[src/rtl/elm_pkg.sv]
// Shared types and defaults for the ELM hidden-layer sequencer.
// State encoding is also exposed on the sequencer's debug port.
package elm_pkg;
    localparam int IN_W_DEF  = 4;
    localparam int HID_W_DEF = 6;

    typedef enum logic [2:0] {
        S_IDLE = 3'd0,
        S_CLR  = 3'd1,
        S_MAC  = 3'd2,
        S_BIAS = 3'd3,
        S_ACT  = 3'd4,
        S_WAIT = 3'd5,
        S_WB   = 3'd6,
        S_DONE = 3'd7
    } seq_state_t;
endpackage

[src/rtl/elm_hidden_seq_if.sv]
// Bundle between the hidden-layer sequencer (master) and its control/datapath peers (slave).
// res_valid/res_ready: a result transfers on a cycle where both are high; once raised,
// res_valid and hid_idx stay stable until that transfer, and valid never waits on ready.
interface elm_hidden_seq_if #(
    parameter int IN_W  = 4,
    parameter int HID_W = 6
);
    logic             start;
    logic [IN_W-1:0]  cfg_n_in;
    logic [HID_W-1:0] cfg_n_hid;
    logic             busy;
    logic             done;
    logic [IN_W-1:0]  in_idx;
    logic [HID_W-1:0] hid_idx;
    logic             acc_clr;
    logic             mac_en;
    logic             bias_en;
    logic             act_start;
    logic             act_valid;
    logic             res_valid;
    logic             res_ready;

    modport master (
        input  start, cfg_n_in, cfg_n_hid, act_valid, res_ready,
        output busy, done, in_idx, hid_idx, acc_clr, mac_en, bias_en, act_start, res_valid
    );

    modport slave (
        output start, cfg_n_in, cfg_n_hid, act_valid, res_ready,
        input  busy, done, in_idx, hid_idx, acc_clr, mac_en, bias_en, act_start, res_valid
    );
endinterface

[src/rtl/elm_idx_counter.sv]
// Index counter: synchronous clear has priority over enable; tc flags cnt == last.
module elm_idx_counter #(
    parameter int W = 4
) (
    input  logic         clk,
    input  logic         rst,
    input  logic         clr,
    input  logic         en,
    input  logic [W-1:0] last,
    output logic [W-1:0] cnt,
    output logic         tc
);
    always_ff @(posedge clk or negedge rst) begin
        if (!rst) begin
            cnt <= '0;
        end else if (clr) begin
            cnt <= '0;
        end else if (en) begin
            cnt <= cnt + W'(1);
        end
    end

    assign tc = (cnt == last);
endmodule

[src/rtl/elm_hidden_seq.sv]
// ELM hidden-layer sequencer: inputs are the inner loop, neurons the outer loop.
// Define ELM_SEQ_BIAS_EN to add a one-cycle bias-add step after each neuron's MAC run.
module elm_hidden_seq
    import elm_pkg::*;
#(
    parameter int IN_W  = IN_W_DEF,
    parameter int HID_W = HID_W_DEF
) (
    input  logic             clk,
    input  logic             rst,
    elm_hidden_seq_if.master bus,
    output seq_state_t       dbg_state
);
    localparam logic [IN_W-1:0]  IN_ONE  = 1;
    localparam logic [HID_W-1:0] HID_ONE = 1;

    seq_state_t       state;
    logic [IN_W-1:0]  n_in_q;
    logic [HID_W-1:0] n_hid_q;
    logic             in_tc;
    logic             hid_tc;
    logic             in_clr;
    logic             in_en;
    logic             hid_clr;
    logic             hid_en;
    logic             res_fire;

    assign res_fire  = (state == S_WB) && bus.res_ready;
    assign dbg_state = state;

    // in_idx is only meaningful in MAC/BIAS, so it sits at 0 everywhere else.
    assign in_clr = (state != S_MAC);
`ifdef ELM_SEQ_BIAS_EN
    // One step past the last input lands on the bias column.
    assign in_en = (state == S_MAC);
`else
    assign in_en = (state == S_MAC) && !in_tc;
`endif
    assign hid_clr = (state == S_IDLE) || (state == S_DONE);
    assign hid_en  = res_fire && !hid_tc;

    elm_idx_counter #(.W(IN_W)) u_in_cnt (
        .clk  (clk),
        .rst  (rst),
        .clr  (in_clr),
        .en   (in_en),
        .last (n_in_q - IN_ONE),
        .cnt  (bus.in_idx),
        .tc   (in_tc)
    );

    elm_idx_counter #(.W(HID_W)) u_hid_cnt (
        .clk  (clk),
        .rst  (rst),
        .clr  (hid_clr),
        .en   (hid_en),
        .last (n_hid_q - HID_ONE),
        .cnt  (bus.hid_idx),
        .tc   (hid_tc)
    );

`ifdef ELM_SEQ_BIAS_EN
    logic bias_q;
    assign bus.bias_en = bias_q;
`else
    assign bus.bias_en = 1'b0;
`endif

    always_ff @(posedge clk or negedge rst) begin
        if (!rst) begin
            state         <= S_IDLE;
            n_in_q        <= '0;
            n_hid_q       <= '0;
            bus.busy      <= 1'b0;
            bus.done      <= 1'b0;
            bus.acc_clr   <= 1'b0;
            bus.mac_en    <= 1'b0;
            bus.act_start <= 1'b0;
            bus.res_valid <= 1'b0;
`ifdef ELM_SEQ_BIAS_EN
            bias_q        <= 1'b0;
`endif
        end else begin
            // Single-cycle strobes default low; mac_en/res_valid/busy are held explicitly.
            bus.done      <= 1'b0;
            bus.acc_clr   <= 1'b0;
            bus.act_start <= 1'b0;
`ifdef ELM_SEQ_BIAS_EN
            bias_q        <= 1'b0;
`endif
            case (state)
                S_IDLE: begin
                    if (bus.start) begin
                        if (bus.cfg_n_in != '0 && bus.cfg_n_hid != '0) begin
                            state       <= S_CLR;
                            n_in_q      <= bus.cfg_n_in;
                            n_hid_q     <= bus.cfg_n_hid;
                            bus.busy    <= 1'b1;
                            bus.acc_clr <= 1'b1;
                        end else begin
                            state    <= S_DONE;
                            bus.done <= 1'b1;
                        end
                    end
                end
                S_CLR: begin
                    state      <= S_MAC;
                    bus.mac_en <= 1'b1;
                end
                S_MAC: begin
                    if (in_tc) begin
                        bus.mac_en <= 1'b0;
`ifdef ELM_SEQ_BIAS_EN
                        state  <= S_BIAS;
                        bias_q <= 1'b1;
`else
                        state         <= S_ACT;
                        bus.act_start <= 1'b1;
`endif
                    end
                end
`ifdef ELM_SEQ_BIAS_EN
                S_BIAS: begin
                    state         <= S_ACT;
                    bus.act_start <= 1'b1;
                end
`endif
                S_ACT: begin
                    state <= S_WAIT;
                end
                S_WAIT: begin
                    if (bus.act_valid) begin
                        state         <= S_WB;
                        bus.res_valid <= 1'b1;
                    end
                end
                S_WB: begin
                    if (bus.res_ready) begin
                        bus.res_valid <= 1'b0;
                        if (hid_tc) begin
                            state    <= S_DONE;
                            bus.busy <= 1'b0;
                            bus.done <= 1'b1;
                        end else begin
                            state       <= S_CLR;
                            bus.acc_clr <= 1'b1;
                        end
                    end
                end
                S_DONE: begin
                    state <= S_IDLE;
                end
                default: begin
                    state <= S_IDLE;
                end
            endcase
        end
    end
endmodule

[src/flat_wrapper.sv]
// flat-port wrapper written by rule: the top's interface ports become plain ports
module elm_hidden_seq_flat import elm_pkg::*;
#(
    parameter int IN_W  = IN_W_DEF,
    parameter int HID_W = HID_W_DEF
)
  (clk, rst, dbg_state, bus_start, bus_cfg_n_in, bus_cfg_n_hid, bus_act_valid, bus_res_ready, bus_busy, bus_done, bus_in_idx, bus_hid_idx, bus_acc_clr, bus_mac_en, bus_bias_en, bus_act_start, bus_res_valid);
  elm_hidden_seq_if #(.IN_W(IN_W), .HID_W(HID_W)) bus_i ();
  input  logic clk;
  input  logic rst;
  output seq_state_t dbg_state;
  input wire logic [$bits(bus_i.start)-1:0] bus_start;
  input wire logic [$bits(bus_i.cfg_n_in)-1:0] bus_cfg_n_in;
  input wire logic [$bits(bus_i.cfg_n_hid)-1:0] bus_cfg_n_hid;
  input wire logic [$bits(bus_i.act_valid)-1:0] bus_act_valid;
  input wire logic [$bits(bus_i.res_ready)-1:0] bus_res_ready;
  output wire logic [$bits(bus_i.busy)-1:0] bus_busy;
  output wire logic [$bits(bus_i.done)-1:0] bus_done;
  output wire logic [$bits(bus_i.in_idx)-1:0] bus_in_idx;
  output wire logic [$bits(bus_i.hid_idx)-1:0] bus_hid_idx;
  output wire logic [$bits(bus_i.acc_clr)-1:0] bus_acc_clr;
  output wire logic [$bits(bus_i.mac_en)-1:0] bus_mac_en;
  output wire logic [$bits(bus_i.bias_en)-1:0] bus_bias_en;
  output wire logic [$bits(bus_i.act_start)-1:0] bus_act_start;
  output wire logic [$bits(bus_i.res_valid)-1:0] bus_res_valid;
  assign bus_i.start = bus_start;
  assign bus_i.cfg_n_in = bus_cfg_n_in;
  assign bus_i.cfg_n_hid = bus_cfg_n_hid;
  assign bus_i.act_valid = bus_act_valid;
  assign bus_i.res_ready = bus_res_ready;
  assign bus_busy = bus_i.busy;
  assign bus_done = bus_i.done;
  assign bus_in_idx = bus_i.in_idx;
  assign bus_hid_idx = bus_i.hid_idx;
  assign bus_acc_clr = bus_i.acc_clr;
  assign bus_mac_en = bus_i.mac_en;
  assign bus_bias_en = bus_i.bias_en;
  assign bus_act_start = bus_i.act_start;
  assign bus_res_valid = bus_i.res_valid;
  elm_hidden_seq #(.IN_W(IN_W), .HID_W(HID_W)) u_core (.clk(clk), .rst(rst), .bus(bus_i), .dbg_state(dbg_state));
endmodule
[config.mk]
export PLATFORM = sky130hd
export DESIGN_NAME = elm_hidden_seq_flat
export DESIGN_NICKNAME = d
export VERILOG_FILES = /design/src/rtl/elm_pkg.sv /design/src/rtl/elm_hidden_seq_if.sv /design/src/rtl/elm_idx_counter.sv /design/src/rtl/elm_hidden_seq.sv /design/src/flat_wrapper.sv
export SDC_FILE = /design/constraint.sdc
export NUM_CORES = 1
export LEC_CHECK = 0
export ABC_AREA = 1
export BUFFER_PORTS_ARGS = -buffer_cell sky130_fd_sc_hd__buf_2
export CAP_MARGIN = 20
export CORE_UTILIZATION = 35
export CTS_BUF_LIST = sky130_fd_sc_hd__clkbuf_2
export CTS_CLUSTER_DIAMETER = 150
export DETAILED_ROUTE_END_ITERATION = 8
export HOLD_SLACK_MARGIN = 0.1
export PLACE_DENSITY = 0.57
export SLEW_MARGIN = 20
export SYNTH_ARGS = -nofsm -noshare
export SYNTH_HDL_FRONTEND = slang
export SYNTH_SLANG_ARGS = --single-unit
export TNS_END_PERCENT = 50
[constraint.sdc]
create_clock -name clk -period 1.83 [get_ports clk]
set_input_delay 0.549 -clock clk [delete_from_list [all_inputs] [get_ports clk]]
set_output_delay 0.549 -clock clk [all_outputs]
set_load 0.05 [all_outputs]
* Yosys cells after proc, flatten, opt, wreduce, memory -nomap -nowiden
Index checks and enable logic that the tools add are counted.
** Word-level totals
- Register bits :: 29
- Output and inout port bits :: 20
- Word-level logic and storage cells :: 83
** Cells by class
- Mux-type cells :: 33
- Eq/ne operators :: 15
- Reductions and logical operators :: 20
- $add $sub $neg :: 4
** Operators by type and width (count)
- 3-bit two-way mux :: 6
- 3-bit case mux with 6 select lines :: 1
- 1-bit two-way mux :: 17
- 3-bit equality test, second input constant :: 4
- 6-bit two-way mux :: 2
- 1-bit case mux with 2 select lines :: 5
- 2-bit nonzero test :: 5
- 4-bit two-way mux :: 2
- 2-bit != test, second input constant :: 4
- 6-bit by 1-bit adder with 6-bit output, second input constant :: 1
- 6-bit equality test :: 1
- 3-bit AND reduction :: 2
- 6-bit nonzero test :: 1
- 6-bit by 1-bit subtractor with 6-bit output, second input constant :: 1
- 5-bit AND reduction :: 1
- 4-bit by 1-bit adder with 4-bit output, second input constant :: 1
- 4-bit equality test :: 1
- 1-bit logical AND :: 4
- 2-bit by 1-bit != test with 1-bit output, second input constant :: 2
- 4-bit AND reduction :: 1
- 4-bit nonzero test :: 1
- 4-bit by 1-bit subtractor with 4-bit output, second input constant :: 1
- 3-bit by 1-bit equality test with 1-bit output, second input constant :: 1
- 3-bit by 2-bit equality test with 1-bit output, second input constant :: 1
- 5 further kinds :: 6

* Logic depth before layout (Yosys ltp)
Gate-level depths: netlist of run 1.
- Depth after elaboration :: 6
- Mapped depth :: 13
- Gate-level depth less buffers :: 13

* Hierarchy
From an unflattened synthesis of run 1, not the netlist that was laid out.
** Unflattened totals
- Cells, all modules :: 233
- Area, all modules :: 1786.7 µm²
** By module, submodules not included
- elm_hidden_seq :: instances 1, cells an instance 140, sequential area each 475.5 µm², area each 1093.5 µm²
- elm_idx_counter at u_core.u_hid_cnt :: instances 1, cells an instance 62, sequential area each 150.1 µm², area each 445.4 µm²
- elm_idx_counter at u_core.u_in_cnt :: instances 1, cells an instance 31, sequential area each 100.1 µm², area each 247.7 µm²

* Worst setup path before layout of run 1
Ideal clock, no wire load.
- Path kind :: reg-to-reg
- Start :: reg u_core.state[2] (netlist: u_core.dbg_state[2])
- End :: reg u_core.n_hid_q[3]
- Setup time :: 0.117 ns
- Arrival :: 1.692 ns
- Stages on the path, launching flop included :: 11
- Required time :: 1.713 ns
- Clock period less this slack :: 1.809 ns
- Setup slack :: 0.021 ns
- Cell sequence :: dfrtp_1 > buf_6 > nor3_2 > inv_2 > nand2_1 > nand3_2 > nor2_4 > nand2_4 > buf_6 > nand2_1 > nand2_1
** Between the ends
- Cells in the longest elaborated chain, start to end :: 2
** Ends and longest elaborated chain
- start: declaration :: line elm_hidden_seq.sv:17 : seq_state_t state;
- start signal: assignment :: line elm_hidden_seq.sv:71 : state <= S_IDLE;
- start signal: assignment :: line elm_hidden_seq.sv:95 : state <= S_CLR;
- start signal: assignment :: line elm_hidden_seq.sv:101 : state <= S_DONE;
- 3-bit zero test :: line elm_hidden_seq.sv:91 : case (state)
- 3-bit AND reduction (no line)
- end signal: assignment :: line elm_hidden_seq.sv:97 : n_hid_q <= bus.cfg_n_hid;
- end: declaration :: line elm_hidden_seq.sv:19 : logic [HID_W-1:0] n_hid_q;
No other way between the ends.
A chain may end at the register's enable or synchronous reset.

* Worst setup path in the final report of run 1
- Start :: reg u_core.state[2] (netlist: u_core.dbg_state[2])
- End :: out dbg_state[2]
** RTL lines
- end: declaration :: line flat_wrapper.sv:11 : output seq_state_t dbg_state;
No word-level cell between the ends.

==> results of run 1 <==
[cell families (layout without fill, tap and decap cells)]
logic type / Yosys count / count (layout) / share of synthesized area (%)
simple gates: 151 / 151 / 37.8
buf+inv: 39 / 81 / 9.02
flops: 29 / 29 / 39.6
compound gates: 19 / 19 / 6.35
xor+xnor: 9 / 9 / 4.30
fa+ha+maj: 4 / 4 / 2.73
other cells: 1 / 1 / 0.205
[Yosys cell counts, drive strengths merged]
cell type  count  share of area (%)
nor3           2                1.1
buf            3                1.6
xor2           6                2.9
ha             4                2.7
inv           35                7.2
nand4          7                2.4
nand2         89                 19
or2            3                1.0
clkbuf         1               0.20
conb           1               0.20
nand3         33                 10
nor2          16                4.0
o31ai          1               0.41
dfrtp         29                 40
a21oi          5                1.6
xnor2          3                1.4
nand3b         1               0.41
o21ai         13                4.4
[critical path, stage by stage (launching register included)]
cell     delay, ns
dfrtp_1       0.47
buf_4         0.18
buf_4         0.20
[worst max-delay path by stage]
stage / end / from / depth (start not counted) / slack (ns)
after floorplan: u_core.n_hid_q[3]$_DFFE_PN0P_ / u_core.dbg_state[2]$_DFFE_PN0P_ / 10 / 0.02
after global placement: u_core.u_hid_cnt.cnt[5]$_DFFE_PN0P_ / u_core.n_hid_q[0]$_DFFE_PN0P_ / 12 / 0.04
after detailed placement: u_core.u_hid_cnt.cnt[1]$_DFFE_PN0P_ / u_core.n_hid_q[0]$_DFFE_PN0P_ / 12 / 0.03
after CTS: u_core.u_hid_cnt.cnt[5]$_DFFE_PN0P_ / u_core.n_hid_q[0]$_DFFE_PN0P_ / 12 / 0.01
after global routing: u_core.u_in_cnt.cnt[3]$_DFFE_PN0P_ / u_core.n_in_q[0]$_DFFE_PN0P_ / 8 / -0.04
final: dbg_state[2] / u_core.dbg_state[2]$_DFFE_PN0P_ / 2 / 0.07
[sequential cells by signal (all words and copies together), names as in the netlist]
register / count
u_core.n_hid_q: 6
u_core.u_hid_cnt.cnt: 6
u_core.n_in_q: 4
u_core.u_in_cnt.cnt: 4
u_core.dbg_state: 3
u_core.bus.acc_clr: 1
u_core.bus.act_start: 1
u_core.bus.busy: 1
u_core.bus.done: 1
u_core.bus.mac_en: 1
u_core.bus.res_valid: 1
[layout make-up]
| type | count | area (um^2) | area share [%] |
|---|---|---|---|
| multi-input cells | 184 | 981 | 45.1 |
| inverters | 35 | 131 | 6.04 |
| clock buffers | 6 | 30.0 | 1.38 |
| flip-flops and latches | 29 | 727 | 33.4 |
| well taps | 67 | 83.8 | 3.86 |
| clock inverters | 1 | 3.75 | 0.173 |
| repair buffers | 39 | 216 | 9.96 |
[metrics by stage]
step	setup WS [ns]	cell area [um^2]	TNS [ns]	utilization, %
floorplan	0.0210	1830	0	-
CTS	0.0106	2130	0	43.7
global placement	0.0439	2090	0	42.9
detailed placement	0.0258	2090	0	42.9
global route	-0.0376	2170	-0.0722	44.5
finish	0.0717	2170	0	44.5
[where the power goes]
| group | internal [uW] | total (uW) | switching [uW] |
|---|---|---|---|
| registers | 838 | 1050 | 214 |
| logic | 624 | 1910 | 1290 |
| clock network | 89.1 | 318 | 228 |
| total | 1550 | 3280 | 1730 |
[repair_timing]
item | CTS | global route
pin swaps | 0 | 6
setup endpoints to repair | 5 | 14
cloned | 0 | 0
endpoints found under the hold margin | 0 | 0
gates resized for setup | 2 | 10
[routing by layer]
metal,vias up,GRT usage (%),share of wire (%)
met4,0,5.66,1.4
met3,5,4.20,3.9
li1,878,-,-
met5,-,0,0
met1,725,22.4,53
met2,30,23.2,42
==> run summary, run 1 <==
Minimum clock period: 1.76 ns
Starting density of the core: 37.5%
ANT nets after route: 0
WP data required: 1.28 ns
HPWL Detailed: 2990 um
R2R depth: 8
Setup slack, reg-to-reg: 0.13 ns
Vias: 1638
IO Pins: 35
Layout Nets: 313
Routed length per instance: 11.4 um
Post-Synthesis Cells: 252
Syn Area/Cell: 7.27 um^2
Pwr Density: 1510 mW/mm^2
Cell Area, Synth: 0.00183 mm^2
Largest net degree at the start of global routing: 30
Postcts setup bufs: 0
Final Hold Fails: 0
DR DRC count: 0
Post-synthesis cell type count: 30
Die Width: 74.3 um
CTS Buf Count: 5
Placer Congestion: 0.769
Worst skew pair latency: 0.36 ns
Initial antenna violation count: 0
Startpoint types: register
Ant diodes: 0
Total of max-cap violations: 0
Die area: 0.00553 mm^2
Hold_ws: 0.207 ns
Fmax: 569 MHz
# setup viols final: 0
Sequential-to-total area share from yosys stat: 39.6%
Total Wirelength: 4110 um
Worst Setup End Kind: output port
Fill cell count: 533
Worst Tran Pin Value: 0.708 ns
Worst min path class: in -> async
Mapped Nets: 271
RSZ-0062 raised after global routing: true
DIE HEIGHT: 74.3 um
# rows: 25
Total GRT Usage: 15.8%
Cts-stage hold buffer count: 0
Leakage Power: 0.00120 uW
Grt total ovfl: 0
FF-to-FF End: u_core.u_in_cnt.cnt[3]$_DFFE_PN0P_
Most frequent cells in the layout: 85 x nand2_1, 32 x buf_2, 30 x inv_1, 29 x nand3_1, 28 x dfrtp_1
Vias in the first global route: 1464
Clock-pin slew on the worst setup and hold paths: 0.16 ns
1st-pass router iterations: 4
Max H-tree Level: 2
Area growth, synth to finish: 18.6%
CTS tree: done
Post-route insts no fill: 361
Placed Cells incl. Taps: 354
Via/cell ratio: 4.54
Fin. max-slew vios: 0
Worst VDD drop: 593 uV
CTS max path bufs: 2
CTS Root Cell: clkbuf_2
Synth Warn #: 0
Fraction of layout cells with a size suffix above 1: 24.1%
Synthesized flop and latch total: 29
CP max FO: 7
Worst Setup Path Type: reg -> out
IO Port Bufs: 33
Tcrit/Tclk final: 96.1%
Starting DRT DRC Count: 97
Global-route wire length before repair: 6510 um
Rel. slew slack: 52.8%
Core Area: 0.00488 mm^2
Commonest non-fill, non-tap cell in the layout: nand2_1
Status: completed
CTS sink count: 29
Data arrival, critical path: 1.21 ns
Power consumption: 3280 uW
RR Startpoint: u_core.n_in_q[0]$_DFFE_PN0P_
Final Skew: 0.0175 ns
Power figures use the tool's default switching activity.
==> inputs of run 2 (changes only) <==
--- a/config.mk
+++ b/config.mk
@@ -8,6 +8,7 @@
 export ABC_AREA = 1
 export BUFFER_PORTS_ARGS = -buffer_cell sky130_fd_sc_hd__buf_2
 export CAP_MARGIN = 20
+export CORE_ASPECT_RATIO = 0.7
 export CORE_UTILIZATION = 35
 export CTS_BUF_LIST = sky130_fd_sc_hd__clkbuf_2
 export CTS_CLUSTER_DIAMETER = 150
==> run summary, run 2 (synthesized netlist as in run 1, its figures left out) <==
Final Util: 44.8% (was 44.5%)
Worst Setup Path Type: reg -> reg (was reg -> out)
Data arrival, critical path: 2.00 ns (was 1.21 ns)
Placer Congestion: 0.822 (was 0.769)
Status: completed (unchanged)
HPWL Detailed: 3180 um (was 2990 um)
Vias in the first global route: 1487 (was 1464)
Die area: 0.00553 mm^2 (about the same)
Hold_ws: 0.198 ns (was 0.207 ns)
Grt total ovfl: 0 (unchanged)
Cts-stage hold buffer count: 0 (unchanged)
1st-pass router iterations: 4 (unchanged)
Rel. slew slack: 53.8% (was 52.8%)
Routed length per instance: 11.8 um (was 11.4 um)
Fraction of layout cells with a size suffix above 1: 26.5% (was 24.1%)
DIE HEIGHT: 62.5 um (was 74.3 um)
Biggest regs: u_core.n_hid_q x6, u_core.u_hid_cnt.cnt x6 (unchanged)
CTS sink count: 29 (unchanged)
Initial antenna violation count: 0 (unchanged)
Starting density of the core: 37.3% (was 37.5%)
Worst Tran Pin Value: 0.693 ns (was 0.708 ns)
Worst VDD drop: 974 uV (was 593 uV)
Commonest non-fill, non-tap cell in the layout: nand2_1 (unchanged)
# rows: 21 (was 25)
Leakage Power: 0.00121 uW (was 0.00120 uW)
Final Skew: 0.0185 ns (was 0.0175 ns)
Vias: 1667 (was 1638)
Worst min path class: in -> async (unchanged)
Via/cell ratio: 4.54 (about the same)
# setup viols final: 0 (unchanged)
DR DRC count: 0 (unchanged)
Largest net degree at the start of global routing: 30 (unchanged)
WP data required: 2.09 ns (was 1.28 ns)
Die Width: 88.5 um (was 74.3 um)
Total of max-cap violations: 0 (unchanged)
Worst Setup End Kind: register (was output port)
Max H-tree Level: 2 (unchanged)
Total Wirelength: 4310 um (was 4110 um)
Tcrit/Tclk final: 94.8% (was 96.1%)
Final Hold Fails: 0 (unchanged)
Area growth, synth to finish: 20.2% (was 18.6%)
Fin. max-slew vios: 0 (unchanged)
Worst skew pair latency: 0.36 ns (about the same)
Clock-pin slew on the worst setup and hold paths: 0.16 ns (about the same)
CTS Buf Count: 5 (unchanged)
Core Area: 0.00491 mm^2 (was 0.00488 mm^2)
Starting DRT DRC Count: 93 (was 97)
Most frequent cells in the layout: 84 x nand2_1, 33 x buf_2, 30 x nand3_1, 29 x inv_1, 26 x dfrtp_1 (was 85 x nand2_1, 32 x buf_2, 30 x inv_1, 29 x nand3_1, 28 x dfrtp_1)
IO Port Bufs: 33 (unchanged)
Startpoint types: register (unchanged)
Layout Nets: 316 (was 313)
Minimum clock period: 1.73 ns (was 1.76 ns)
Fmax: 577 MHz (was 569 MHz)
CTS max path bufs: 2 (unchanged)
Global-route wire length before repair: 7180 um (was 6510 um)
IO Pins: 35 (unchanged)
RSZ-0062 raised after global routing: true (unchanged)
CP max FO: 18 (was 7)
Total GRT Usage: 17.0% (was 15.8%)
CTS tree: done (unchanged)
Ant diodes: 0 (unchanged)
Sum Neg Setup Slack: 0 ns (unchanged)
CTS Root Cell: clkbuf_2 (unchanged)
Pwr Density: 1530 mW/mm^2 (was 1510 mW/mm^2)
ANT nets after route: 0 (unchanged)
run 2: cell count changes in the layout (fill, tap and decap cells not counted), moves of 2 or more:
cell,before,now
nand2_2,1,3
clkinv_2,0,2
dfrtp_1,28,26
buf_4,6,8
dfrtp_2,1,3
run 2: timing repair:
action,CTS,global route
gates resized for setup,1,13
pin swaps,0,5
hold endpoints to repair,0,0
endpoints found under the setup margin,2,24
buffers inserted,1,2
run 2: report_power, final:
group | internal, uW | leakage (uW) | switching (uW)
Clock | 95.9 | 0.0000327 | 227
Combinational | 670 | 0.000811 | 1330
Sequential | 841 | 0.000366 | 208
run 2: through the flow:
step	power (uW)	std cells	instance area [um^2]	worst slack (ns)
finish	3370	367	2200	0.0958
global route	3700	367	2200	-0.0217
CTS	3270	365	2140	0.000617
detailed placement	2900	356	2090	0.00180
global placement	2900	356	2090	0.0231
floorplan	2530	252	1830	0.0210
run 2: critical path: stages, from the launching register on:
cell	delay (ns)
dfrtp_1	0.41
buf_4	0.15
nor3_2	0.21
inv_2	0.08
nand2_1	0.07
nand3_2	0.09
nor2_4	0.22
nand2_4	0.18
o21ai_0	0.23
run 2: metal layers:
metal	share of wire, %	GRT usage (%)
met1	57	28.5
met3	4.0	3.57
met4	0.53	5.44
met2	38	20.8
met5	0	0
run 2: path summary, 6_finish.rpt:
kind	depth (start not counted)	start	slack, ns	endpoint
max in group asynchronous	1	rst	1.14	u_core.dbg_state[0]$_DFFE_PN0P_
min in group clk	3	bus_start	0.42	u_core.bus.done$_DFF_PN0_
max	8	u_core.dbg_state[2]$_DFFE_PN0P_	0.1	u_core.n_in_q[3]$_DFFE_PN0P_
min reg2reg	2	u_core.n_in_q[0]$_DFFE_PN0P_	0.51	u_core.n_in_q[0]$_DFFE_PN0P_
max reg2reg	8	u_core.dbg_state[2]$_DFFE_PN0P_	0.1	u_core.n_in_q[3]$_DFFE_PN0P_
min	1	rst	0.20	u_core.u_hid_cnt.cnt[0]$_DFFE_PN0P_
run 2: area by class of cell:
| type | count | area, um^2 |
|---|---|---|
| multi-input cells | 184 | 978 |
| repair buffers | 42 | 236 |
| clock buffers | 6 | 30.0 |
| fillers | 506 | 2710 |
| well taps | 69 | 86.3 |
| flip-flops and latches | 29 | 729 |
| clock inverters | 2 | 10.0 |
| inverters | 35 | 131 |
==> inputs of run 3 (changes only) <==
--- a/config.mk
+++ b/config.mk
@@ -15,6 +15,7 @@
 export DETAILED_ROUTE_END_ITERATION = 8
 export HOLD_SLACK_MARGIN = 0.1
 export PLACE_DENSITY = 0.57
+export REMOVE_ABC_BUFFERS = 1
 export SLEW_MARGIN = 20
 export SYNTH_ARGS = -nofsm -noshare
 export SYNTH_HDL_FRONTEND = slang
==> run summary, run 3 (synthesized netlist as in run 1, its figures left out) <==
Fill cell count: 516 (was 506)
# setup viols final: 0 (unchanged)
Largest net degree at the start of global routing: 30 (unchanged)
Placed cell areas: 0.00209 mm^2 (unchanged)
Leakage Power: 0.00121 uW (about the same)
DIE HEIGHT: 62.5 um (unchanged)
DR DRC count: 0 (unchanged)
Worst Setup Path Type: reg -> out (was reg -> reg)
Worst skew pair latency: 0.36 ns (about the same)
Power consumption: 3470 uW (was 3370 uW)
HPWL Detailed: 3190 um (was 3180 um)
Starting density of the core: 37.3% (unchanged)
Pwr Density: 1570 mW/mm^2 (was 1530 mW/mm^2)
Fraction of layout cells with a size suffix above 1: 25.0% (was 26.5%)
IO Pins: 35 (unchanged)
CTS sink count: 29 (unchanged)
Layout Nets: 314 (was 316)
Sum Neg Setup Slack: 0 ns (unchanged)
Max H-tree Level: 2 (unchanged)
Most frequent cells in the layout: 84 x nand2_1, 32 x buf_2, 30 x inv_1, 30 x nand3_1, 27 x dfrtp_1 (was 84 x nand2_1, 33 x buf_2, 30 x nand3_1, 29 x inv_1, 26 x dfrtp_1)
Worst min path class: in -> async (unchanged)
Worst VDD drop: 710 uV (was 974 uV)
Post-route design area: 0.00220 mm^2 (about the same)
Global-route wire length before repair: 7340 um (was 7180 um)
Area of the multi-input gates: 973 um^2 (was 978 um^2)
Critical path buffer and inverter count: 1 (was 2)
Routed length per instance: 11.5 um (was 11.8 um)
Slowest stage delay, CP: 0.52 ns (was 0.41 ns)
Fmax: 577 MHz (about the same)
Startpoint types: register (unchanged)
Worst Setup End Kind: output port (was register)
ANT nets after route: 0 (unchanged)
Status: completed (unchanged)
Initial antenna violation count: 0 (unchanged)
Slowest CP cell: dfrtp_1 (unchanged)
Grt total ovfl: 0 (unchanged)
CTS Root Cell: clkbuf_2 (unchanged)
# rows: 21 (unchanged)
CTS Buf Count: 5 (unchanged)
Area growth, synth to finish: 20.3% (was 20.2%)
Final Skew: 0.0267 ns (was 0.0185 ns)
Placer Congestion: 0.815 (was 0.822)
Ant diodes: 0 (unchanged)
Total Wirelength: 4180 um (was 4310 um)
RSZ-0062 raised after global routing: true (unchanged)
Vias in the first global route: 1536 (was 1487)
1st-pass router iterations: 4 (unchanged)
Clock-pin slew on the worst setup and hold paths: 0.17 ns (was 0.16 ns)
Via/cell ratio: 4.50 (was 4.54)
Core Area: 0.00491 mm^2 (unchanged)
Worst Tran Pin Value: 0.670 ns (was 0.693 ns)
Hold_ws: 0.190 ns (was 0.198 ns)
Starting DRT DRC Count: 85 (was 93)
Vias: 1642 (was 1667)
R2R depth: 13 (was 8)
Minimum clock period: 1.73 ns (about the same)
Tcrit/Tclk final: 94.7% (was 94.8%)
Commonest non-fill, non-tap cell in the layout: nand2_1 (unchanged)
Total GRT Usage: 17.3% (was 17.0%)
Biggest regs: u_core.n_hid_q x6, u_core.u_hid_cnt.cnt x6 (unchanged)
Rel. slew slack: 55.4% (was 53.8%)
Die Width: 88.5 um (unchanged)
Fin. max-slew vios: 0 (unchanged)
Delay-heaviest family, CP: flip-flops (was simple AND/OR/NAND/NOR gates)
Cts-stage hold buffer count: 0 (unchanged)
Total of max-cap violations: 0 (unchanged)
Final Hold Fails: 0 (unchanged)
Die area: 0.00553 mm^2 (unchanged)
Critical path, cell by cell: buf_2 (was buf_4 > nor3_2 > inv_2 > nand2_1 > nand3_2 > nor2_4 > nand2_4 > o21ai_0)
Data arrival, critical path: 1.18 ns (was 2.00 ns)
CP max FO: 7 (was 18)
CTS tree: done (unchanged)
Sequential cell area: 728 um^2 (was 729 um^2)
WP data required: 1.28 ns (was 2.09 ns)
IO Port Bufs: 33 (unchanged)
CTS max path bufs: 2 (unchanged)
Stages on worst setup path: 1 (was 8)
## run 3: per-layer routing
layer / track usage, % / vias to the layer above / part of all wire (%)
met5: 0 / - / 0
met4: 4.84 / 0 / 0.65
met3: 4.36 / 2 / 3.7
met2: 22.2 / 24 / 40
met1: 27.9 / 732 / 56
li1: - / 884 / -
## run 3: path summary, 6_finish.rpt
path / start / to / slack, ns
max: u_core.u_hid_cnt.cnt[2]$_DFFE_PN0P_ / bus_hid_idx[2] / 0.1
min: rst / u_core.dbg_state[1]$_DFFE_PN0P_ / 0.19
max reg2reg: u_core.n_hid_q[0]$_DFFE_PN0P_ / u_core.dbg_state[1]$_DFFE_PN0P_ / 0.14
min reg2reg: u_core.n_hid_q[1]$_DFFE_PN0P_ / u_core.n_hid_q[1]$_DFFE_PN0P_ / 0.50
max in group asynchronous: rst / u_core.n_hid_q[0]$_DFFE_PN0P_ / 1.18
min in group clk: bus_act_valid / u_core.bus.res_valid$_DFFE_PN0P_ / 0.42
## run 3: stage by stage
step | setup WS (ns) | util, % | std cells
after CTS | 0.00506 | 44.1 | 365
after floorplan | 0.0549 | - | 248
after global routing | -0.0218 | 44.8 | 365
final | 0.0967 | 44.8 | 365
after detailed placement | 0.0305 | 42.6 | 356
after global placement | 0.0672 | 42.6 | 356
## run 3: what timing repair did
action,4_1_cts,5_1_grt
pin swaps,0,2
gates cloned,0,0
setup buffers,1,0
endpoints found under the setup margin,1,17
resized for setup,0,13
## run 3: final cells by class
cell class | instances | share of cell area [%]
Multi-Input combinational cell | 184 | 44.2
Sequential cell | 29 | 33.0
Timing Repair Buffer | 40 | 9.99
Inverter | 35 | 5.96
Tap cell | 69 | 3.92
Clock inverter | 2 | 1.53
Clock buffer | 6 | 1.36
## run 3: report_power, final
| group | total [uW] | internal, uW | leakage (uW) | switching (uW) |
|---|---|---|---|---|
| registers | 1040 | 841 | 0.000368 | 199 |
| logic | 1960 | 640 | 0.000806 | 1320 |
| clock network | 467 | 234 | 0.0000406 | 233 |
